--- src/rtl/multiword_adder_pkg.sv ---
// Shared types and constants for the multi-limb adder sequencer.
package multiword_adder_pkg;
   typedef enum logic {
      IDLE   = 1'b0,
      ACTIVE = 1'b1
   } state_t;

   localparam int WORD_W        = 32;
   localparam int MAX_WORDS_DEF = 8;
endpackage

--- src/rtl/multiword_adder_seq_if.sv ---
// Operand-limb input stream, sum-limb output stream and status of the limb sequencer.
interface multiword_adder_seq_if;
   import multiword_adder_pkg::*;

   logic              in_valid;
   logic              in_ready;
   logic [WORD_W-1:0] in_a;
   logic [WORD_W-1:0] in_b;
   logic              in_first;
   logic              in_last;
   logic              in_sub;
   logic              out_valid;
   logic              out_ready;
   logic [WORD_W-1:0] out_s;
   logic              out_last;
   logic              out_cout;
   logic              busy;
   logic              err;

   modport master (
      output in_valid, in_a, in_b, in_first, in_last, in_sub, out_ready,
      input  in_ready, out_valid, out_s, out_last, out_cout, busy, err
   );

   modport slave (
      input  in_valid, in_a, in_b, in_first, in_last, in_sub, out_ready,
      output in_ready, out_valid, out_s, out_last, out_cout, busy, err
   );
endinterface

--- src/rtl/adder32.sv ---
// 32-bit ripple adder with carry in/out; the datapath of the limb sequencer.
// Latency: combinational.
// Backpressure: none.
module adder32
   import multiword_adder_pkg::*;
(
   input  logic [WORD_W-1:0] a,
   input  logic [WORD_W-1:0] b,
   input  logic              cin,
   output logic [WORD_W-1:0] s,
   output logic              cout
);
   assign {cout, s} = {1'b0, a} + {1'b0, b} + {{WORD_W{1'b0}}, cin};
endmodule

--- src/rtl/multiword_adder_seq.sv ---
// Arbitrary-precision add by sequencing one adder32 over LSB-first limbs; A-B with MULTIWORD_ADDER_SEQ_SUB_EN.
// Latency: one cycle from limb accept to registered sum limb.
// Backpressure: in_ready = !out_valid || out_ready; outputs hold while stalled.
module multiword_adder_seq
   import multiword_adder_pkg::*;
#(
   parameter int MAX_WORDS = MAX_WORDS_DEF,
   parameter int CNT_W     = $clog2(MAX_WORDS + 1)
) (
   input  logic                 clk,
   input  logic                 rst,
   multiword_adder_seq_if.slave bus
);
   state_t            state_q, state_d;
   logic [CNT_W-1:0]  cnt_q, cnt_d;
   logic              carry_q, carry_d;
   logic              sub_q, sub_d;
   logic              err_q, err_d;
   logic              accept, emit;
   logic [WORD_W-1:0] b_eff, sum;
   logic              cin, cout;
   logic              out_valid_q, out_last_q, out_cout_q;
   logic [WORD_W-1:0] out_s_q;

   assign bus.in_ready  = !out_valid_q || bus.out_ready;
   assign accept        = bus.in_valid && bus.in_ready;
   assign bus.out_valid = out_valid_q;
   assign bus.out_s     = out_s_q;
   assign bus.out_last  = out_last_q;
   assign bus.out_cout  = out_cout_q;
   assign bus.busy      = (state_q == ACTIVE);
   assign bus.err       = err_q;

`ifdef MULTIWORD_ADDER_SEQ_SUB_EN
   logic sub_eff;
   // The first limb carries the mode; later limbs reuse the latched one.
   assign sub_eff = bus.in_first ? bus.in_sub : sub_q;
   assign b_eff   = sub_eff ? ~bus.in_b : bus.in_b;
   assign cin     = bus.in_first ? bus.in_sub : carry_q;
`else
   logic unused_sub;
   assign unused_sub = bus.in_sub ^ sub_q;
   assign b_eff      = bus.in_b;
   assign cin        = bus.in_first ? 1'b0 : carry_q;
`endif

   adder32 u_adder (
      .a    (bus.in_a),
      .b    (b_eff),
      .cin  (cin),
      .s    (sum),
      .cout (cout)
   );

   always_comb begin
      state_d = state_q;
      cnt_d   = cnt_q;
      carry_d = carry_q;
      sub_d   = sub_q;
      err_d   = err_q;
      emit    = 1'b0;
      if (accept) begin
         if (bus.in_first) begin
            // A first limb inside an open operation abandons it and restarts.
            if (state_q == ACTIVE) err_d = 1'b1;
            emit    = 1'b1;
            cnt_d   = CNT_W'(1);
            sub_d   = bus.in_sub;
            carry_d = cout;
            state_d = bus.in_last ? IDLE : ACTIVE;
         end else if (state_q == IDLE) begin
            err_d = 1'b1;
         end else if (cnt_q == CNT_W'(MAX_WORDS)) begin
            err_d   = 1'b1;
            cnt_d   = '0;
            carry_d = 1'b0;
            state_d = IDLE;
         end else begin
            emit    = 1'b1;
            cnt_d   = cnt_q + CNT_W'(1);
            carry_d = bus.in_last ? 1'b0 : cout;
            state_d = bus.in_last ? IDLE : ACTIVE;
         end
      end
   end

   always_ff @(posedge clk or posedge rst) begin
      if (rst) begin
         state_q     <= IDLE;
         cnt_q       <= '0;
         carry_q     <= 1'b0;
         sub_q       <= 1'b0;
         err_q       <= 1'b0;
         out_valid_q <= 1'b0;
         out_s_q     <= '0;
         out_last_q  <= 1'b0;
         out_cout_q  <= 1'b0;
      end else begin
         state_q <= state_d;
         cnt_q   <= cnt_d;
         carry_q <= carry_d;
         sub_q   <= sub_d;
         err_q   <= err_d;
         if (emit) begin
            out_valid_q <= 1'b1;
            out_s_q     <= sum;
            out_last_q  <= bus.in_last;
            out_cout_q  <= cout;
         end else if (bus.out_ready) begin
            out_valid_q <= 1'b0;
         end
      end
   end
endmodule

--- src/flat_wrapper.sv ---
// flat-port wrapper written by rule: the top's interface ports become plain ports
module multiword_adder_seq_flat import multiword_adder_pkg::*;
#(
   parameter int MAX_WORDS = MAX_WORDS_DEF,
   parameter int CNT_W     = $clog2(MAX_WORDS + 1)
)
  (clk, rst, bus_in_valid, bus_in_a, bus_in_b, bus_in_first, bus_in_last, bus_in_sub, bus_out_ready, bus_in_ready, bus_out_valid, bus_out_s, bus_out_last, bus_out_cout, bus_busy, bus_err);
  multiword_adder_seq_if bus_i ();
  input  logic clk;
  input  logic rst;
  input wire logic [$bits(bus_i.in_valid)-1:0] bus_in_valid;
  input wire logic [$bits(bus_i.in_a)-1:0] bus_in_a;
  input wire logic [$bits(bus_i.in_b)-1:0] bus_in_b;
  input wire logic [$bits(bus_i.in_first)-1:0] bus_in_first;
  input wire logic [$bits(bus_i.in_last)-1:0] bus_in_last;
  input wire logic [$bits(bus_i.in_sub)-1:0] bus_in_sub;
  input wire logic [$bits(bus_i.out_ready)-1:0] bus_out_ready;
  output wire logic [$bits(bus_i.in_ready)-1:0] bus_in_ready;
  output wire logic [$bits(bus_i.out_valid)-1:0] bus_out_valid;
  output wire logic [$bits(bus_i.out_s)-1:0] bus_out_s;
  output wire logic [$bits(bus_i.out_last)-1:0] bus_out_last;
  output wire logic [$bits(bus_i.out_cout)-1:0] bus_out_cout;
  output wire logic [$bits(bus_i.busy)-1:0] bus_busy;
  output wire logic [$bits(bus_i.err)-1:0] bus_err;
  assign bus_i.in_valid = bus_in_valid;
  assign bus_i.in_a = bus_in_a;
  assign bus_i.in_b = bus_in_b;
  assign bus_i.in_first = bus_in_first;
  assign bus_i.in_last = bus_in_last;
  assign bus_i.in_sub = bus_in_sub;
  assign bus_i.out_ready = bus_out_ready;
  assign bus_in_ready = bus_i.in_ready;
  assign bus_out_valid = bus_i.out_valid;
  assign bus_out_s = bus_i.out_s;
  assign bus_out_last = bus_i.out_last;
  assign bus_out_cout = bus_i.out_cout;
  assign bus_busy = bus_i.busy;
  assign bus_err = bus_i.err;
  multiword_adder_seq #(.MAX_WORDS(MAX_WORDS), .CNT_W(CNT_W)) u_core (.clk(clk), .rst(rst), .bus(bus_i));
endmodule
--- config.mk ---
export PLATFORM = sky130hd
export DESIGN_NAME = multiword_adder_seq_flat
export DESIGN_NICKNAME = d
export VERILOG_FILES = /design/src/rtl/multiword_adder_pkg.sv /design/src/rtl/multiword_adder_seq_if.sv /design/src/rtl/adder32.sv /design/src/rtl/multiword_adder_seq.sv /design/src/flat_wrapper.sv
export SDC_FILE = /design/constraint.sdc
export NUM_CORES = 1
export LEC_CHECK = 0
export ABC_AREA = 1
export CORE_UTILIZATION = 45
export DETAILED_ROUTE_END_ITERATION = 6
export GPL_TIMING_DRIVEN = 0
export PLACE_DENSITY = 0.9
export SLEW_MARGIN = 20
export SYNTH_ARGS = -nofsm -noshare
export SYNTH_HDL_FRONTEND = slang
export SYNTH_SLANG_ARGS = --single-unit
--- constraint.sdc ---
create_clock -name clk -period 2 [get_ports clk]
set_input_delay 0.4 -clock clk [delete_from_list [all_inputs] [get_ports clk]]
set_output_delay 0.4 -clock clk [all_outputs]
set_load 0.005 [all_outputs]
==> results.md <==
* Outcome: complete, but fails checks
* Failing checks: setup timing
* ANT nets after route at 0
* Worst slew pin tran at about 510 ps
* Total CTS buffers at 5
* Mean Syn Cell Area at approximately 6.0 µm²
* Initial antenna violation count at 0
* P&R area growth vs syn at 48.3%
* Standard-cell rows at 34
* Input/output buffers at 107
* RSZ-0062 raised after global routing: true
* Die height at about 97 µm
* CTS Sinks at 42
* Most common cell after layout, fill and taps aside: nand2_1
* Ys Warns at 0
* Max_cap viols at 0
* Gpl congestion at between 0.9 and 1
* Crit path max fanout at 4
* Core area at approximately 8700 µm²
* Drt total wl at about 12000 µm
* Endpoints failing setup at 14
* Final Util at 68.8%
* Pre-antenna DRT Iters at 6
* Initial Utilization at 46.4%
* Root buf cell: clkbuf_8
* First-pass GRT wire length at ~18000 µm
* Most frequent cells in the layout: 256 x nand2_1, 117 x inv_1, 104 x clkdlybuf4s50_1
* Top Ports at ~110
* Post-Syn Instances at approximately 680
* Netlist cell types at 30
* DR vias/cell at ~5.2
* Relative slew margins at about two thirds
* Final worst path period need at roughly 2200 ps
* HP Class: in -> async
* Critical Path Start Type: register
* Count of pins over their slew limit at 0
* Peak supply drop at between 0.2 and 0.3 mV
* Placed Area at approximately 5300 µm²
* Detail Placement HPWL at 9030 µm
* Fmax at roughly 0.46 GHz
* Final Hold Fails at 0
* CTS Buffer Depth at 2
* Routed via count at ~4700
* Die ar. at roughly 9400 µm²
* Clock slew at reported path FFs at around 90 ps
* Critical path type: reg -> reg
* Fin crit share at 108%
* Vias in the first global route at about 4000
* Number of diodes at 0
* Finished Cell Area at roughly 6000 µm²
* Die X at approximately 97 µm
* PwrDens at between 600 and 700 nW/µm²
* Worst clock skew at 9.73 ps
* GRT Total Usage at 23.7%
* CTS tree: done
* Layout Nets at slightly above 900
* CP endpoint kind: register
* CP required at 2180 ps
* Sequential share of the synthesized area at roughly 26%
* Largest net degree at the start of global routing at 23
* Syn_nets at approximately 800
* Mapped Area at ~4000 µm²
* Htree depth at 2
* Clock latency on the worst-skew pair at roughly 300 ps
* Worst Setup Slack, final at -161 ps
* Power Total at 3.89 mW
* Drt initial violations at 401
* Pleak at 3.12 nW
* Post-cts hold buffer count at 0
* Layout cell share with drive strength beyond 1 at roughly 17%
* Global route overflow at 0
* Arr. time, crit path at between 2000 and 2500 ps
* Drt wl/cell at between 10 and 15 µm
* # DRC at 0
* Seq cells post-synth at 42
critical path, cell delays in order (launching register included):
cell	delay [ps]
dfrtp_1	380
inv_2	60
nor2_2	40
fa_2	350
fa_2	400
nand3_2	90
nand3_2	110
nand2_1	120
nand2_2	80
nand3_2	80
nand2_2	70
nand2_1	80
nand2_2	70
nand2_1	60
o21ai_1	60
layout make-up:
class	count	area, µm²
Buffer	7	45.0
Clock buffer	6	82.6
Clock inverter	2	12.5
Fill cell	647	2720
Inverter	122	458
Multi-Input combinational cell	505	3020
Sequential cell	42	1050
Tap cell	108	135
Timing Repair Buffer	121	1190
state kept, by name, summed over array words and instances, names as in the netlist:
signal / flops
u_core.bus.out_last: 1
u_core.bus.busy: 1
u_core.carry_q: 1
u_core.bus.out_s: 32
u_core.cnt_q: 4
u_core.bus.out_valid: 1
u_core.bus.out_cout: 1
u_core.bus.err: 1
cell families after synthesis:
family,synth area share [%]
and+or+nand+nor,39.8
buffers and inverters,12.6
AOI/OAI and AO/OA,7.42
DFF,26.0
adders and majority gates,11.2
xor gates and xnor gates,3.03
path summary, 6_finish.rpt:
kind | from | endpoint | slack (ps) | cells past startpoint
setup / recovery | u_core.carry_q | u_core.carry_q | -160 | 14
hold / removal | rst | u_core.bus.out_s[6] | 450 | 2
setup reg to reg | u_core.carry_q | u_core.carry_q | -160 | 14
hold reg to reg | u_core.bus.err | u_core.bus.err | 480 | 1
max in group asynchronous | rst | u_core.bus.out_s[20] | 1070 | 3
min in group clk | u_core.bus.err | u_core.bus.err | 480 | 1
report_power, final:
part           internal [mW]  switching, mW
clock network          0.278          0.305
registers               1.11          0.164
logic                   1.04          0.995
total                   2.43           1.46
per-layer routing:
metal / up-vias / part of all wire [%] / wire [µm] / global-route usage [%]
met5: - / 0 / 0 / 0
met4: 0 / 2.3 / 286 / 4.48
met3: 34 / 5.8 / 712 / 2.60
met2: 218 / 47 / 5870 / 39.7
met1: 2156 / 44 / 5500 / 33.1
li1: 2336 / - / - / -
cell usage after synthesis, drive strengths merged:
library cell | count | area (µm²)
nor3 | 5 | 25.0
o21ai | 20 | 104
buf | 7 | 46.3
nand4 | 3 | 18.8
or2 | 1 | 6.26
a31o | 1 | 8.76
o21bai | 3 | 22.5
nand3b | 3 | 22.5
dfrtp | 42 | 1050
a31oi | 1 | 6.26
a21oi | 26 | 145
nand3 | 53 | 265
nor2 | 51 | 194
nand2 | 287 | 1080
xnor2 | 14 | 123
ha | 33 | 413
a21o | 1 | 7.51
fa | 2 | 40.0
clkbuf | 1 | 3.75
inv | 122 | 458
o22ai | 1 | 6.26
through the flow:
step           TNS (ps)  setup WS [ps]  hold slack [ps]  std cells
2_1_floorplan         0           14.2              466        677
3_3_place_gp     -26400           -875              455        892
3_5_place_dp     -17540           -867              460        893
4_1_cts            -122          -37.7              459        905
5_1_grt           -2390           -236              499        913
6_report           -913           -161              446        913
repair_timing:
item                                   4_1_cts  5_1_grt
setup endpoints to repair                   26       24
endpoints found under the hold margin        0        0
pin swaps                                    9       29
gates resized for setup                     26      101
setup buffers                                5        8
cloned                                       0        0
Power figures use the tool's default switching activity.
